===== src/rtl/ifu_pkg.sv =====
// Shared types and constants for the npc instruction fetch unit.
package ifu_pkg;
  localparam int XLEN   = 64;
  localparam int INST_W = 32;
  localparam logic [XLEN-1:0] PC_RST = 64'h8000_0000;

  typedef enum logic {
    S_RESET = 1'b0,
    S_RUN   = 1'b1
  } ifu_state_e;

  typedef struct packed {
    logic [XLEN-1:0]   pc;
    logic [INST_W-1:0] inst;
    logic              filled;
  } ifu_entry_t;
endpackage


===== src/rtl/ifu_buf.sv =====
// Two-entry in-order fetch buffer: allocate on request, fill on response, pop on
// delivery, flush on redirect.
module ifu_buf
  import ifu_pkg::*;
(
  input  logic              clk,
  input  logic              rst,
  input  logic              flush,
  input  logic              alloc,
  input  logic [XLEN-1:0]   allocPc,
  input  logic              fill,
  input  logic [INST_W-1:0] fillInst,
  input  logic              pop,
  output logic              headReady,
  output logic [XLEN-1:0]   headPc,
  output logic [INST_W-1:0] headInst,
  output logic [1:0]        allocCnt,
  output logic [1:0]        unfilledCnt
);
  ifu_entry_t entries [2];
  logic [1:0] used;
  logic       headPtr;
  logic       tailPtr;
  logic       fillPtr;

  // Entries fill in allocation order, so the oldest unfilled one is the head
  // unless the head has already returned.
  always_comb begin
    fillPtr = (used[headPtr] && !entries[headPtr].filled) ? headPtr : ~headPtr;
  end

  assign allocCnt    = {1'b0, used[0]} + {1'b0, used[1]};
  assign unfilledCnt = {1'b0, used[0] & ~entries[0].filled}
                     + {1'b0, used[1] & ~entries[1].filled};
  assign headReady   = used[headPtr] & entries[headPtr].filled;
  assign headPc      = entries[headPtr].pc;
  assign headInst    = entries[headPtr].inst;

  always_ff @(posedge clk or negedge rst) begin
    if (!rst) begin
      for (int i = 0; i < 2; i++) entries[i] <= '0;
      used    <= '0;
      headPtr <= 1'b0;
      tailPtr <= 1'b0;
    end else if (flush) begin
      used    <= '0;
      headPtr <= 1'b0;
      tailPtr <= 1'b0;
    end else begin
      if (pop) begin
        used[headPtr] <= 1'b0;
        headPtr       <= ~headPtr;
      end
      if (fill) begin
        entries[fillPtr].filled <= 1'b1;
        entries[fillPtr].inst   <= fillInst;
      end
      // When full, a pop frees the slot this allocation reuses; allocation wins.
      if (alloc) begin
        used[tailPtr]           <= 1'b1;
        entries[tailPtr].pc     <= allocPc;
        entries[tailPtr].filled <= 1'b0;
        tailPtr                 <= ~tailPtr;
      end
    end
  end
endmodule


===== src/rtl/ifu.sv =====
// Instruction fetch unit: owns the fetch PC, issues imem requests, buffers two
// instructions for decode and discards stale responses after a redirect.
module ifu
  import ifu_pkg::*;
(
  input  logic              clk,
  input  logic              rst,
  input  logic              redirect_valid,
  input  logic [XLEN-1:0]   redirect_pc,
  output logic              imem_req_valid,
  input  logic              imem_req_ready,
  output logic [XLEN-1:0]   imem_req_addr,
  input  logic              imem_rsp_valid,
  input  logic [INST_W-1:0] imem_rsp_inst,
  output logic              out_valid,
  input  logic              out_ready,
  output logic [INST_W-1:0] out_inst,
  output logic [XLEN-1:0]   out_pc,
  output ifu_state_e        dbgState
);
  // Handshakes: a transfer happens in a cycle where valid and ready are both
  // high; valid never waits on ready except imem_req_valid, which may rise when
  // the decoder frees a slot in the same cycle. Responses have no ready.
  ifu_state_e      state;
  ifu_state_e      stateNext;
  logic [XLEN-1:0] fetchPc;
  logic [1:0]      dropCnt;
  logic [1:0]      dropCntNext;
  logic [1:0]      allocCnt;
  logic [1:0]      unfilledCnt;
  logic            reqFire;
  logic            outFire;
  logic            rspDrop;
  logic            rspFill;
  logic            unusedPcLow;

  assign unusedPcLow = ^redirect_pc[1:0];
  assign dbgState    = state;

  always_ff @(posedge clk or negedge rst) begin
    if (!rst) state <= S_RESET;
    else      state <= stateNext;
  end

  always_comb begin
    stateNext      = state;
    imem_req_valid = 1'b0;
    unique case (state)
      S_RESET: stateNext = S_RUN;
      S_RUN:   imem_req_valid = !redirect_valid && (allocCnt < 2'd2 || outFire);
    endcase
  end

  assign imem_req_addr = fetchPc;
  assign reqFire       = imem_req_valid & imem_req_ready;
  assign outFire       = out_valid & out_ready;
  assign rspDrop       = imem_rsp_valid & (dropCnt != 2'd0);
  assign rspFill       = imem_rsp_valid & (dropCnt == 2'd0) & (unfilledCnt != 2'd0);

  // Unfilled entries flushed by a redirect still owe a response; count them so
  // those responses are swallowed rather than landing in the new stream.
  always_comb begin
    dropCntNext = dropCnt - {1'b0, rspDrop};
    if (redirect_valid) dropCntNext = dropCntNext + unfilledCnt - {1'b0, rspFill};
  end

  always_ff @(posedge clk or negedge rst) begin
    if (!rst) begin
      fetchPc <= PC_RST;
      dropCnt <= 2'd0;
    end else begin
      dropCnt <= dropCntNext;
      if (redirect_valid) fetchPc <= {redirect_pc[XLEN-1:2], 2'b00};
      else if (reqFire)   fetchPc <= fetchPc + 64'd4;
    end
  end

  ifu_buf u_buf (
    .clk        (clk),
    .rst        (rst),
    .flush      (redirect_valid),
    .alloc      (reqFire),
    .allocPc    (fetchPc),
    .fill       (rspFill),
    .fillInst   (imem_rsp_inst),
    .pop        (outFire),
    .headReady  (out_valid),
    .headPc     (out_pc),
    .headInst   (out_inst),
    .allocCnt   (allocCnt),
    .unfilledCnt(unfilledCnt)
  );

  responseExpected: assert property (@(posedge clk) disable iff (!rst)
    !(imem_rsp_valid && dropCnt == 2'd0 && unfilledCnt == 2'd0));
endmodule


===== config.mk =====
export PLATFORM = sky130hd
export DESIGN_NAME = ifu
export DESIGN_NICKNAME = d
export VERILOG_FILES = /design/src/rtl/ifu_pkg.sv /design/src/rtl/ifu_buf.sv /design/src/rtl/ifu.sv
export SDC_FILE = /design/constraint.sdc
export NUM_CORES = 1
export LEC_CHECK = 0
export CORE_AREA = 3 3 190 229
export CTS_CLUSTER_DIAMETER = 100
export CTS_CLUSTER_SIZE = 14
export DETAILED_ROUTE_END_ITERATION = 8
export DIE_AREA = 0 0 193 232
export HOLD_SLACK_MARGIN = 0.02
export PLACE_DENSITY = 0.5
export SETUP_SLACK_MARGIN = 0.1
export SLEW_MARGIN = 20
export SYNTH_ARGS = -nofsm -noshare
export SYNTH_HDL_FRONTEND = slang
export SYNTH_SLANG_ARGS = --single-unit

===== constraint.sdc =====
create_clock -name clk -period 6.89 [get_ports clk]
set_clock_uncertainty 0.05 [all_clocks]
set_input_delay 1.378 -clock clk [delete_from_list [all_inputs] [get_ports clk]]
set_output_delay 1.378 -clock clk [all_outputs]
set_load 0.01 [all_outputs]

==> key figures, run 1 <==
Global route
  – Vias in the first global route: between 9k and 10k
  – GR Overflow Total: 0
  – Tot GR Track Use: between 10% and 20%
  – Largest net degree at the start of global routing: 166
  – First-pass GRT wire length: 55600 um
  – Initial antenna violation count: 2

Critical path
  – CP arrival: ~3.2 ns
  – Critical R2R Launch: u_buf.headPtr
  – Crit path max fanout: between 60 and 70
  – CP required: roughly 5.5 ns
  – Worst Setup End Kind: primary output
  – Startpoint types: register
  – R2R depth: 6
  – Slowest cell delay on critical path: around 1.1 ns
  – CP max stage cell: dfrtp_4
  – Worst setup path class: reg2out
  – Worst path cell trace: buf_4, mux2_2, clkdlybuf4s50_1
  – Critical path startpoint: u_buf.headPtr

Hold path
  – HP Class: reg2reg
  – Hold depth: 1
  – Worst hold path startpoint: u_buf.entries[34]

Placement
  – Placer Congestion: between 0.7 and 0.8
  – Port Buffer Count: between 200 and 300
  – Detailed placement HPWL: 23800 um
  – Post-Place Cells: between 1.5k and 2k

Run status
  – Outcome: finished clean

Clock network
  – Clock buffer depth: 3
  – CTS resizes: 0
  – CTS sink cnt: roughly 260
  – CTS tree: built
  – CTS root buf: clkbuf_16
  – Num CTS Buffers: 22
  – CTS Hold Bufs: 0
  – Post-CTS Setup Inserts: 0
  – Clock latency at the later pin of the worst-skew pair: 0.52 ns
  – CTS HTree Levels: 1
  – Clk slew on worst S/H paths: about 0.07 ns

Synthesis
  – Ys async rst share: between 90% and 100%
  – Synth Flop Type: dfrtp_1
  – Area leader, netlist: dfrtp_1
  – Gate Count Post-Synth: around 1.0k
  – Top-area cell type share of the netlist area: 52.5%
  – Yosys synthesis warning count: 0
  – Synth Cell Area: 12400 um2
  – Library cells used by synthesis: 51
  – Top cells by area, synth: dfrtp_1 (52%), mux2_2 (26%), o21ai_0 (2.0%), nand2_1 (1.9%), xnor2_1 (1.8%)
  – Synthesized flop and latch total: between 200 and 300
  – Number of synthesized flops with an enable pin: 0
  – Register area share after synthesis: between 50% and 60%
  – Syn Area/Cell: 12.3 um2

STA
  – Max transition margin: roughly a quarter
  – Setup TNS: 0 ns
  – RSZ-0062 raised after global routing: no
  – Fin crit share: between 60% and 70%
  – Fin crit period: between 4 and 5 ns
  – Slew Limit Fails: 0
  – Hold WS: 0.437 ns
  – Slew @ Worst Pin: ~1.1 ns
  – Setup Viol. Count Final: 0
  – Final hold violation count: 0
  – Fmax: between 200 and 250 MHz

Finish
  – Finished Layout Cells: 1794
  – Area growth, synth to finish: 30.5%
  – Most frequent cells in the layout: mux2_2 (285), dfrtp_1 (259), clkdlybuf4s50_1 (258)
  – Most common cell after layout, fill and taps aside: mux2_2
  – Filler cell count in the final layout: between 4k and 5k
  – Storage cell area: roughly 6500 um2
  – Share of layout cells above drive strength 1: roughly 27%
  – Final Net Count: around 1.4k
  – Multi-input logic area: approximately 5600 um2

Route
  – Routed WL per cell: about 20 um
  – Via count: ~8.9k
  – Pre-Repair DR Iteration Count: 5
  – Routed Antenna Nets: 0
  – Iteration-0 DRC Markers: 355
  – Via density: slightly below 5
  – Total Wirelength: around 36000 um
  – Drt drc: 0

Floorplan
  – Core area: between 40000 and 50000 um2
  – IO Pins: ~270
  – Die Y: ~230 um
  – DIE WIDTH: ~190 um
  – Initial cell density of the core: between 20 and 30%
  – Die ar.: 44800 um2
  – Rows: 82

Power
  – Leakage: ~6.6 nW
  – Max VDD drop: around 0.00018 V
  – Pwr per Cell Area: between 200 and 300 nW/um2

Flow run
  – Max_cap viols: 0
==> path summary, 6_finish.rpt <==
kind,to,slack [ns]
max,out_pc[38],2.22
min,u_buf.entries[34],0.44
max reg2reg,u_buf.entries[55],3.17
min reg2reg,u_buf.entries[34],0.44
max in group asynchronous,imem_req_addr[42],4.50
min in group asynchronous,u_buf.entries[114],0.83
==> layer usage <==
layer  share of wire, %  wire length (um)  global-route usage, %  up-vias
li1                   -                 -                      -     4125
met1                 43             15500                   20.6     4520
met2                 50             17900                   27.1      186
met3                5.0              1780                   2.87       35
met4                1.9               677                   3.96        2
met5              0.036                13                      0        -
==> power breakdown <==
part | total, W | internal (W) | switching [W]
logic | 0.00130 | 0.000833 | 0.000469
registers | 0.00224 | 0.00197 | 0.000264
clock network | 0.00115 | 0.000591 | 0.000559
==> cell type report <==
class                           instances  share of cell area [%]
Sequential cell                       261                    40.4
Antenna cell                            1                  0.0155
Timing Repair Buffer                  272                    16.8
Tap cell                              546                    4.22
Multi-Input combinational cell        677                    34.7
Clock buffer                           24                    3.58
Inverter                               12                   0.278
Clock inverter                          1                  0.0464
==> cells by family after synthesis <==
family	count (synthesis)	synth area share (%)
compound gates	97	4.78
xor+xnor	40	2.82
fa+ha+maj	6	0.605
buf+inv	75	2.44
flops	261	52.7
mux	287	26.0
other cells	2	0.0605
simple gates	244	10.6
==> flip-flops by register name, summed over array words and instances (netlist names) <==
register	flops
u_buf.entries	192
imem_req_addr	62
dropCnt	2
u_buf.used	2
dbgState	1
u_buf.headPtr	1
u_buf.tailPtr	1
==> worst max-delay path: cells and delay by family (launching register included) <==
kind                   cells  cell delay (ns)
buffers and inverters      2             1.13
DFF                        1             1.08
muxes                      1             0.40
==> Yosys cell counts, drive strengths merged, types with 2 or more instances <==
cell,instances
nor2b,4
and2,10
nand2,64
nor3,10
mux2,285
and3,7
clkbuf,57
nor4,17
or4,15
a32o,2
nor2,32
a31oi,21
nand2b,2
or3,11
xnor2,26
ha,6
o31ai,9
and4,9
o31a,3
o211ai,2
buf,6
nand3,32
nand4,22
dfrtp,260
inv,11
o21ai,49
o21a,3
mux2i,2
a32oi,2
nor4b,3
or2,4
conb,2
xor2,14
==> stage by stage <==
| step | utilization [%] | power (W) | area, um2 | setup WS, ns |
|---|---|---|---|---|
| CTS | 38.8 | 0.00479 | 16200 | 2.10 |
| finish | 38.9 | 0.00469 | 16200 | 2.22 |
| global route | 38.9 | 0.00498 | 16200 | 2.06 |
| global placement | 37.4 | 0.00355 | 15600 | 2.43 |
| floorplan | - | 0.00292 | 12400 | 3.51 |
| detailed placement | 37.4 | 0.00359 | 15600 | 2.42 |
Note: power is estimated with default switching activity, not from simulation.
==> run 2: changes to the inputs <==
--- a/config.mk
+++ b/config.mk
@@ -11,7 +11,7 @@
 export DETAILED_ROUTE_END_ITERATION = 8
 export DIE_AREA = 0 0 193 232
 export HOLD_SLACK_MARGIN = 0.02
-export PLACE_DENSITY = 0.5
+export PLACE_DENSITY = 0.52
 export SETUP_SLACK_MARGIN = 0.1
 export SLEW_MARGIN = 20
 export SYNTH_ARGS = -nofsm -noshare
==> constraint.sdc (replaced) <==
create_clock -name clk -period 3.9 [get_ports clk]
set_clock_uncertainty 0.05 [all_clocks]
set_input_delay 0.78 -clock clk [delete_from_list [all_inputs] [get_ports clk]]
set_output_delay 0.78 -clock clk [all_outputs]
set_load 0.01 [all_outputs]
==> key figures, run 2 (same netlist as run 1, synthesis figures left out) <==
Finish
  – Multi-input logic area: around 5600 um2
  – Share of layout cells above drive strength 1: 27.6%
  – Filler cell count in the final layout: a little over 4k
  – Post-layout utilization of the core: between 30 and 40%
  – Most common cell after layout, fill and taps aside: mux2_2
  – Final Net Count: about 1.4k
  – Area growth, synth to finish: 31.6%
  – Biggest register: u_buf.entries
  – Storage cell area: ~6500 um2
  – Most frequent cells in the layout: mux2_2 (285), dfrtp_1 (259), clkdlybuf4s50_1 (258)
  – Max reg flops: ~190

Critical path
  – Startpoint types: register
  – CP max stage cell: dfrtp_4
  – Worst path cell trace: buf_4, nor2_1, a32o_1, clkdlybuf4s50_1
  – Critical path startpoint: u_buf.headPtr
  – Worst setup path class: reg2out
  – CP required: between 3 and 4 ns
  – Delay-heaviest family, CP: buffers and inverters
  – WP buf/inv: 2
  – Critical R2R Launch: imem_req_addr[18]
  – Crit path max fanout: 32
  – Worst Setup End Kind: primary output
  – CP arrival: approximately 2.6 ns
  – Slowest cell delay on critical path: around 0.74 ns

Route
  – Via count: approximately 8.9k
  – Drt drc: 0
  – Pre-Repair DR Iteration Count: 6
  – Routed WL per cell: around 20 um
  – Via density: between 4 and 5
  – Routed Antenna Nets: 0
  – Iteration-0 DRC Markers: roughly 380
  – Total Wirelength: ~36000 um

Floorplan
  – Rows: around 80
  – Initial cell density of the core: just under 30%
  – Die ar.: between 40000 and 50000 um2
  – IO Pins: 265
  – Die Y: roughly 230 um
  – DIE WIDTH: slightly below 200 um
  – Core area: around 42000 um2

Global route
  – GR Overflow Total: 0
  – Initial antenna violation count: 5
  – Vias in the first global route: between 9k and 10k
  – Largest net degree at the start of global routing: 100
  – Tot GR Track Use: between 15 and 20%
  – First-pass GRT wire length: 56300 um

STA
  – Max transition margin: about a third
  – Fmax: 289 MHz
  – Slew Limit Fails: 0
  – Fin crit share: about nine tenths
  – RSZ-0062 raised after global routing: no
  – Fin crit period: 3.46 ns
  – Setup TNS: 0 ns
  – Final hold violation count: 0
  – Setup Viol. Count Final: 0
  – Slew @ Worst Pin: around 1.0 ns

Clock network
  – CTS tree: built
  – CTS resizes: 0
  – CTS Hold Bufs: 0
  – CTS root buf: clkbuf_16
  – Clk slew on worst S/H paths: about 0.070 ns
  – CTS sink cnt: approximately 260
  – Clock latency at the later pin of the worst-skew pair: approximately 0.53 ns
  – CTS HTree Levels: 1
  – Post-CTS Setup Inserts: 0
  – Clock buffer depth: 3
  – Num CTS Buffers: 22

Placement
  – Detailed placement HPWL: between 20000 and 30000 um
  – Port Buffer Count: 260
  – Placer Congestion: between 0.7 and 0.8

Flow run
  – Max_cap viols: 0

Hold path
  – HP Class: in2async

Power
  – Pwr Total: approximately 0.0084 W
  – Max VDD drop: about 0.00032 V
  – Leakage: roughly 6.6 nW
  – Pwr per Cell Area: ~500 nW/um2

Run status
  – Outcome: finished clean
[run 2: cell count changes in the layout (fill, tap and decap cells not counted), sizes merged]
cell and change:
buf +11, diode +1, clkbuf +7
[run 2: area by class of cell]
cell class	count	area share, %
antenna	2	0.0307
clock buffer	31	3.71
clock inverter	1	0.0460
inverter	12	0.276
multi-input combinational	677	34.4
sequential	261	40.1
tap	546	4.19
timing repair buffer	283	17.3
[run 2: power breakdown]
| part | total (W) | leakage (nW) | switching (W) | internal [W] |
|---|---|---|---|---|
| logic | 0.00232 | 3.11 | 0.000840 | 0.00148 |
| registers | 0.00395 | 3.24 | 0.000470 | 0.00348 |
| clock network | 0.00208 | 0.293 | 0.00101 | 0.00107 |
| total | 0.00835 | 6.64 | 0.00232 | 0.00603 |
[run 2: worst paths after layout]
kind | end | slack [ns] | cells after the start
worst max register to register | imem_req_addr[48] | 0.74 | 5
worst min-delay path | u_buf.entries[115] | 0.24 | 1
max in group asynchronous | u_buf.entries[68] | 2.52 | 2
worst max-delay path | out_valid | 0.44 | 4
worst min register to register | u_buf.entries[34] | 0.45 | 1
min in group clk | u_buf.entries[34] | 0.45 | 1
[run 2: worst register-to-register path, stage by stage (launching register included)]
cell,delay [ns]
dfrtp_1,0.51
nand4_1,0.27
or4_1,0.76
or4_1,0.84
or3_1,0.45
a31oi_1,0.18
[run 2: layer usage]
layer | up-vias | part of all wire (%) | global-route usage, %
met5 | - | 0.097 | 0
met4 | 6 | 2.1 | 3.93
met3 | 39 | 4.8 | 2.97
met2 | 181 | 49 | 27.7
met1 | 4526 | 44 | 20.9
li1 | 4157 | - | -
[run 2: through the flow]
| step | instances | instance area [um2] | setup WS, ns | hold WS [ns] |
|---|---|---|---|---|
| finish | 1813 | 16300 | 0.440 | 0.238 |
| global route | 1811 | 16300 | 0.300 | 0.290 |
| detailed placement | 1779 | 15700 | 0.480 | 0.427 |
| floorplan | 1013 | 12400 | 1.30 | 0.397 |
| CTS | 1811 | 16300 | 0.336 | 0.276 |
| global placement | 1779 | 15700 | 0.525 | 0.423 |
